<file path="config.mk">
export PLATFORM = sky130hd
export DESIGN_NAME = sub_nibble_serial
export DESIGN_NICKNAME = d
export VERILOG_FILES = /design/src/rtl/sub_nibble_serial.sv
export SDC_FILE = /design/constraint.sdc
export NUM_CORES = 1
export LEC_CHECK = 0
export BUFFER_PORTS_ARGS = -buffer_cell sky130_fd_sc_hd__buf_4
export CAP_MARGIN = 20
export CORE_UTILIZATION = 45
export DETAILED_ROUTE_END_ITERATION = 10
export MAX_ROUTING_LAYER = met4
export PLACE_DENSITY = 0.67
export SLEW_MARGIN = 15
export SYNTH_ARGS = -nofsm -noshare
export SYNTH_HDL_FRONTEND = slang
export SYNTH_SLANG_ARGS = --single-unit
</file>
<file path="constraint.sdc">
create_clock -name clk -period 4.7 [get_ports clk]
set_input_delay 0 -clock clk [delete_from_list [all_inputs] [get_ports clk]]
set_output_delay 0 -clock clk [all_outputs]
set_load 0.01 [all_outputs]
</file>
<file path="src/rtl/sub_nibble_serial.sv">
`default_nettype none
// +--------------------------------------------------------------------------+
// | Module      : sub_nibble_serial                                          |
// | Description : Multi-cycle subtract/compare unit (SUB, SLT, SLTU).        |
// |               Computes a + ~b + 1 one 4-bit lookahead nibble per clock,  |
// |               LSB nibble first, with valid/ready on both sides and       |
// |               borrow/overflow/zero flags for branch resolution.          |
// | Revision    : 1.0  initial release                                       |
// +--------------------------------------------------------------------------+
module sub_nibble_serial #(
  parameter int WIDTH = 32
) (
  input  logic             clk,
  input  logic             rst,
  input  logic             in_valid,
  output logic             in_ready,
  input  logic [WIDTH-1:0] in_a,
  input  logic [WIDTH-1:0] in_b,
  input  logic [1:0]       in_op,
  output logic             out_valid,
  input  logic             out_ready,
  output logic [WIDTH-1:0] out_result,
  output logic             out_borrow,
  output logic             out_overflow,
  output logic             out_zero
);

  // WIDTH is expected to be a multiple of 4; NIB nibble steps per operation.
  localparam int            NIB      = WIDTH / 4;
  localparam int            CW       = (NIB > 1) ? $clog2(NIB) : 1;
  localparam logic [CW-1:0] LAST_NIB = CW'(NIB - 1);
  localparam logic [1:0]    OP_SLT   = 2'd1;
  localparam logic [1:0]    OP_SLTU  = 2'd2;

  typedef enum logic [1:0] {
    S_IDLE = 2'd0,
    S_RUN  = 2'd1,
    S_DONE = 2'd2
  } state_t;

  // Control state
  state_t          state_q,     state_d;
  logic            in_ready_q,  in_ready_d;
  logic            out_valid_q, out_valid_d;
  logic [CW-1:0]   cnt_q,       cnt_d;
  logic            carry_q,     carry_d;

  // Operand shift registers: the nibble being processed always sits in [3:0],
  // so no variable part-select is needed on the datapath.
  logic [WIDTH-1:0] a_q,    a_d;
  logic [WIDTH-1:0] nb_q,   nb_d;
  logic [1:0]       op_q,   op_d;
  logic [WIDTH-1:0] diff_q, diff_d;

  // Registered results
  logic [WIDTH-1:0] res_q,    res_d;
  logic             borrow_q, borrow_d;
  logic             ovf_q,    ovf_d;
  logic             zero_q,   zero_d;

  // Nibble datapath wires
  logic [3:0]       w_nib_a;
  logic [3:0]       w_nib_nb;
  logic [3:0]       w_nib_g;
  logic [3:0]       w_nib_p;
  logic [3:0]       w_nib_c;
  logic             w_nib_c4;
  logic [3:0]       w_nib_diff;
  logic [WIDTH+3:0] w_diff_cat;
  logic [WIDTH-1:0] w_diff_next;
  logic             w_a_msb;
  logic             w_b_msb;
  logic             w_brw;
  logic             w_ovf;
  logic             w_zero;

  assign in_ready     = in_ready_q;
  assign out_valid    = out_valid_q;
  assign out_result   = res_q;
  assign out_borrow   = borrow_q;
  assign out_overflow = ovf_q;
  assign out_zero     = zero_q;

  // Four-bit carry-lookahead on the current nibble of a and ~b.
  always_comb begin
    w_nib_a    = a_q[3:0];
    w_nib_nb   = nb_q[3:0];
    w_nib_g    = w_nib_a & w_nib_nb;
    w_nib_p    = w_nib_a ^ w_nib_nb;
    w_nib_c[0] = carry_q;
    w_nib_c[1] = w_nib_g[0]
               | (w_nib_p[0] & carry_q);
    w_nib_c[2] = w_nib_g[1]
               | (w_nib_p[1] & w_nib_g[0])
               | (w_nib_p[1] & w_nib_p[0] & carry_q);
    w_nib_c[3] = w_nib_g[2]
               | (w_nib_p[2] & w_nib_g[1])
               | (w_nib_p[2] & w_nib_p[1] & w_nib_g[0])
               | (w_nib_p[2] & w_nib_p[1] & w_nib_p[0] & carry_q);
    w_nib_c4   = w_nib_g[3]
               | (w_nib_p[3] & w_nib_g[2])
               | (w_nib_p[3] & w_nib_p[2] & w_nib_g[1])
               | (w_nib_p[3] & w_nib_p[2] & w_nib_p[1] & w_nib_g[0])
               | (w_nib_p[3] & w_nib_p[2] & w_nib_p[1] & w_nib_p[0] & carry_q);
    w_nib_diff = w_nib_p ^ w_nib_c;
  end

  // Difference assembly (new nibble enters at the top) and final flags; the
  // flags are only consumed on the last nibble, when a_q[3]/nb_q[3] hold the MSBs.
  always_comb begin
    w_diff_cat  = {w_nib_diff, diff_q};
    w_diff_next = w_diff_cat[WIDTH+3:4];
    w_a_msb     = a_q[3];
    w_b_msb     = ~nb_q[3];
    w_brw       = ~w_nib_c4;
    w_ovf       = (w_a_msb != w_b_msb) && (w_diff_next[WIDTH-1] != w_a_msb);
    w_zero      = ~|w_diff_next;
  end

  // Next-state and datapath update logic for the IDLE/RUN/DONE sequence.
  always_comb begin
    state_d     = state_q;
    in_ready_d  = in_ready_q;
    out_valid_d = out_valid_q;
    cnt_d       = cnt_q;
    carry_d     = carry_q;
    a_d         = a_q;
    nb_d        = nb_q;
    op_d        = op_q;
    diff_d      = diff_q;
    res_d       = res_q;
    borrow_d    = borrow_q;
    ovf_d       = ovf_q;
    zero_d      = zero_q;

    case (state_q)
      S_IDLE: begin
        // in_ready rises on the first edge out of reset and stays up here.
        in_ready_d = 1'b1;
        if (in_valid && in_ready_q) begin
          a_d        = in_a;
          nb_d       = ~in_b;
          op_d       = in_op;
          carry_d    = 1'b1;
          cnt_d      = '0;
          in_ready_d = 1'b0;
          state_d    = S_RUN;
        end
      end

      S_RUN: begin
        a_d     = a_q >> 4;
        nb_d    = nb_q >> 4;
        diff_d  = w_diff_next;
        carry_d = w_nib_c4;
        cnt_d   = cnt_q + 1'b1;
        if (cnt_q == LAST_NIB) begin
          state_d     = S_DONE;
          out_valid_d = 1'b1;
          borrow_d    = w_brw;
          ovf_d       = w_ovf;
          zero_d      = w_zero;
          case (op_q)
            OP_SLT:  res_d = {{(WIDTH-1){1'b0}}, w_diff_next[WIDTH-1] ^ w_ovf};
            OP_SLTU: res_d = {{(WIDTH-1){1'b0}}, w_brw};
            default: res_d = w_diff_next;
          endcase
        end
      end

      S_DONE: begin
        // Results are held until the consumer takes them.
        if (out_ready) begin
          out_valid_d = 1'b0;
          in_ready_d  = 1'b1;
          state_d     = S_IDLE;
        end
      end

      default: begin
        state_d     = S_IDLE;
        in_ready_d  = 1'b0;
        out_valid_d = 1'b0;
      end
    endcase
  end

  // State register with asynchronous reset.
  always_ff @(posedge clk or posedge rst) begin
    if (rst) begin
      state_q <= S_IDLE;
    end else begin
      state_q <= state_d;
    end
  end

  // Handshake, counter and datapath registers; reset discards any in-flight op.
  always_ff @(posedge clk or posedge rst) begin
    if (rst) begin
      in_ready_q  <= 1'b0;
      out_valid_q <= 1'b0;
      cnt_q       <= '0;
      carry_q     <= 1'b0;
      a_q         <= '0;
      nb_q        <= '0;
      op_q        <= 2'd0;
      diff_q      <= '0;
      res_q       <= '0;
      borrow_q    <= 1'b0;
      ovf_q       <= 1'b0;
      zero_q      <= 1'b0;
    end else begin
      in_ready_q  <= in_ready_d;
      out_valid_q <= out_valid_d;
      cnt_q       <= cnt_d;
      carry_q     <= carry_d;
      a_q         <= a_d;
      nb_q        <= nb_d;
      op_q        <= op_d;
      diff_q      <= diff_d;
      res_q       <= res_d;
      borrow_q    <= borrow_d;
      ovf_q       <= ovf_d;
      zero_q      <= zero_d;
    end
  end

endmodule
`default_nettype wire

</file>
==> impl_metrics.toml <==
[global_route]
overflow = 0
grt_max_degree = 70
grt_pass1_vias = 5074
grt_pass1_wl_um = 23800
antenna_found_initial = 0
grtUsageTotal = 0.223

[synth]
ys_seq_area_frac = 0.571
synth_nets = 763
synth_warnings = 0
synth.distinct_cells = 35
ys.flop_type = "dfrtp_1"
synthArstFlopShare = 1.00
synth-edff-count = 0
synth_area_um2 = 6000
ys_seq_elements = 137
synthCells = 683
postSynthAreaPerCell_um2 = 8.78

[power]
pwr-share-seq = 0.370
p_int_mw = 3.45
p_leak_nw = 3.93
combPwrFrac = 0.355
p_per_area_nw_per_um2 = 667
power_mw = 5.46
power_switching_mw = 2.01
p_clk_frac = 0.274
p_sw_frac = 0.368
ir_worst_vdd_uv = 354

[routing]
drc_errors = 0
wirelength_um = 13900
post_drt_wl_per_cell_um = 13.6
viasPerCell = 5.04
firstDrtPassIters = 5
vias = 5139
antenna_left = 0
dr.first_iter.drc_count = 357

[placed_design]
numPortBuffers = 106
place_ws_ps = 2040
post-dp-hpwl_um = 8600
postPlaceCellArea_um2 = 6830
gp_congestion = 0.775
dp.cells = 919

[clock_tree]
clk_pin_slew_ps = 60
postCtsSetupRepairBufs = 0
insertion_delay_ps = 420
htreeDepth = 4
cts-root-buf = "clkbuf_16"
cts_buffer_depth = 2
cts_sinks = 137
numCtsBuffers = 17
tritoncts = "done"
hold_buffers = 68
cts_resized = 0

[sta]
period_minus_slack_ps = 2730
tns_ps = 0
slew_violations = 0
slew_headroom = 0.336
layout_setup_ws_ps = 1970
period_share = 0.580
finalHoldViolCount = 0
finalSetupViolations = 0
timing.fmax_mhz = 367
hold_slack_ps = 200
skew_ps = 9.67
rsz0062_at_grt = "false"
tightest_slew_ps = 996

[worst_setup_path]
path_class = "flop to flop"
cp.required_ps = 5060
start_kind = "flop"
path_cells = "ha_1 -> a21oi_1 -> a21boi_0 -> or2_2 -> fa_1 -> nor4_1 -> nand4b_1 -> nor3_1 -> a22o_1"
slowest_stage = "fa_1"
r2r_cells = 9
crit_arrival_ps = 3090
r2r_slack_ps = 1970
critPathMaxStageDelay_ps = 540
critPathMaxFanout = 4
endpoint_kind = "flop"

[job]
maxCapViolations = 0

[layout]
layout-drive-gt1-share = 0.177
final_common_cell = "nand2_1"
nNetsFinal = 914
mostFrequentLayoutCells = "nand2_1 (235), dfrtp_1 (137), buf_4 (112), dlygate4sd3_1 (68), nor2_1 (60)"
utilization = 0.638
syn_to_final_growth_pct = 36.3
fin_cells = 1019
fin_area_um2 = 8180
diodes = 0

[min_path]
min_path_type = "input port to async pin"

[outcome]
status = "complete, no violations"

[floorplan]
initial_utilization = 0.468
placementRows = 41
die_width_um = 117
die-height_um = 117
die-area_um2 = 13800
ioPinCount = 107
core_um2 = 12800
==> state kept, by name, summed over array words and instances, names as in the netlist, 2 cells and up <==
register / count
out_result: 32
diff_q: 28
state_q: 2
op_q: 2
nb_q: 32
a_q: 32
cnt_q: 3
==> cells in the mapped netlist, drive strengths merged, types with 4 or more instances <==
cell type    n  area (µm²)
buf         30         188
a21oi       35         175
nand3       13        65.1
nor4         6        37.5
nor2        60         225
nand2b       4        25.0
a31oi       26         169
dfrtp      137        3430
clkbuf      18        67.6
ha           8         100
inv         10        37.5
nand2      235         882
o21ai       77         385
==> power groups by stage <==
| stage | clock, mW | combinational [mW] | sequential [mW] |
|---|---|---|---|
| after floorplan | 0 | 1.40 | 1.98 |
| after global placement | 0 | 1.85 | 2.02 |
| after detailed placement | 0 | 1.90 | 2.04 |
| after CTS | 1.52 | 1.96 | 2.02 |
| after global routing | 1.57 | 2.22 | 2.09 |
| final | 1.50 | 1.94 | 2.02 |
==> cell type report <==
type / instances / area, µm²
clock inverters: 14 / 226
multi-input cells: 488 / 2300
inverters: 10 / 42.5
well taps: 172 / 215
fillers: 1096 / 4650
flip-flops and latches: 137 / 3430
clock buffers: 18 / 439
repair buffers: 180 / 1520
==> path summary, 6_finish.rpt <==
kind | from | end
worst max-delay path | a_q[1]$_DFFE_PP0P_ | out_zero$_DFFE_PP0P_
worst min-delay path | rst | out_result[25]$_DFFE_PP0P_
worst max register to register | a_q[1]$_DFFE_PP0P_ | out_zero$_DFFE_PP0P_
worst min register to register | out_result[12]$_DFFE_PP0P_ | out_result[12]$_DFFE_PP0P_
max in group asynchronous | rst | nb_q[2]$_DFFE_PP0P_
min in group clk | in_valid | nb_q[29]$_DFFE_PP0P_
==> metal layers <==
metal / track usage / share of wire / vias to the layer above
met5: - / 0 / -
met4: 0.0921 / 0.022 / 0
met3: 0.0625 / 0.043 / 29
met2: 0.352 / 0.50 / 122
met1: 0.271 / 0.43 / 2441
li1: - / - / 2547
==> cell families (layout without fill, tap and decap cells) <==
kind of cell | Yosys count | in the layout | synth area share
buffers and inverters | 58 | 222 | 0.0488
AOI/OAI and AO/OA | 146 | 146 | 0.132
xor gates and xnor gates | 3 | 3 | 0.00438
and+or+nand+nor | 329 | 329 | 0.220
DFF | 137 | 137 | 0.571
adders and majority gates | 10 | 10 | 0.0234
==> critical path, delay by kind of cell, from the launching register on <==
| kind | cells | cell delay (ps) |
|---|---|---|
| adder cells (fa/ha/maj) | 2 | 880 |
| AO/OA/AOI/OAI | 3 | 520 |
| flip-flops | 1 | 380 |
| AND/OR/NAND/NOR | 4 | 890 |
Note: power is estimated with default switching activity, not from simulation.
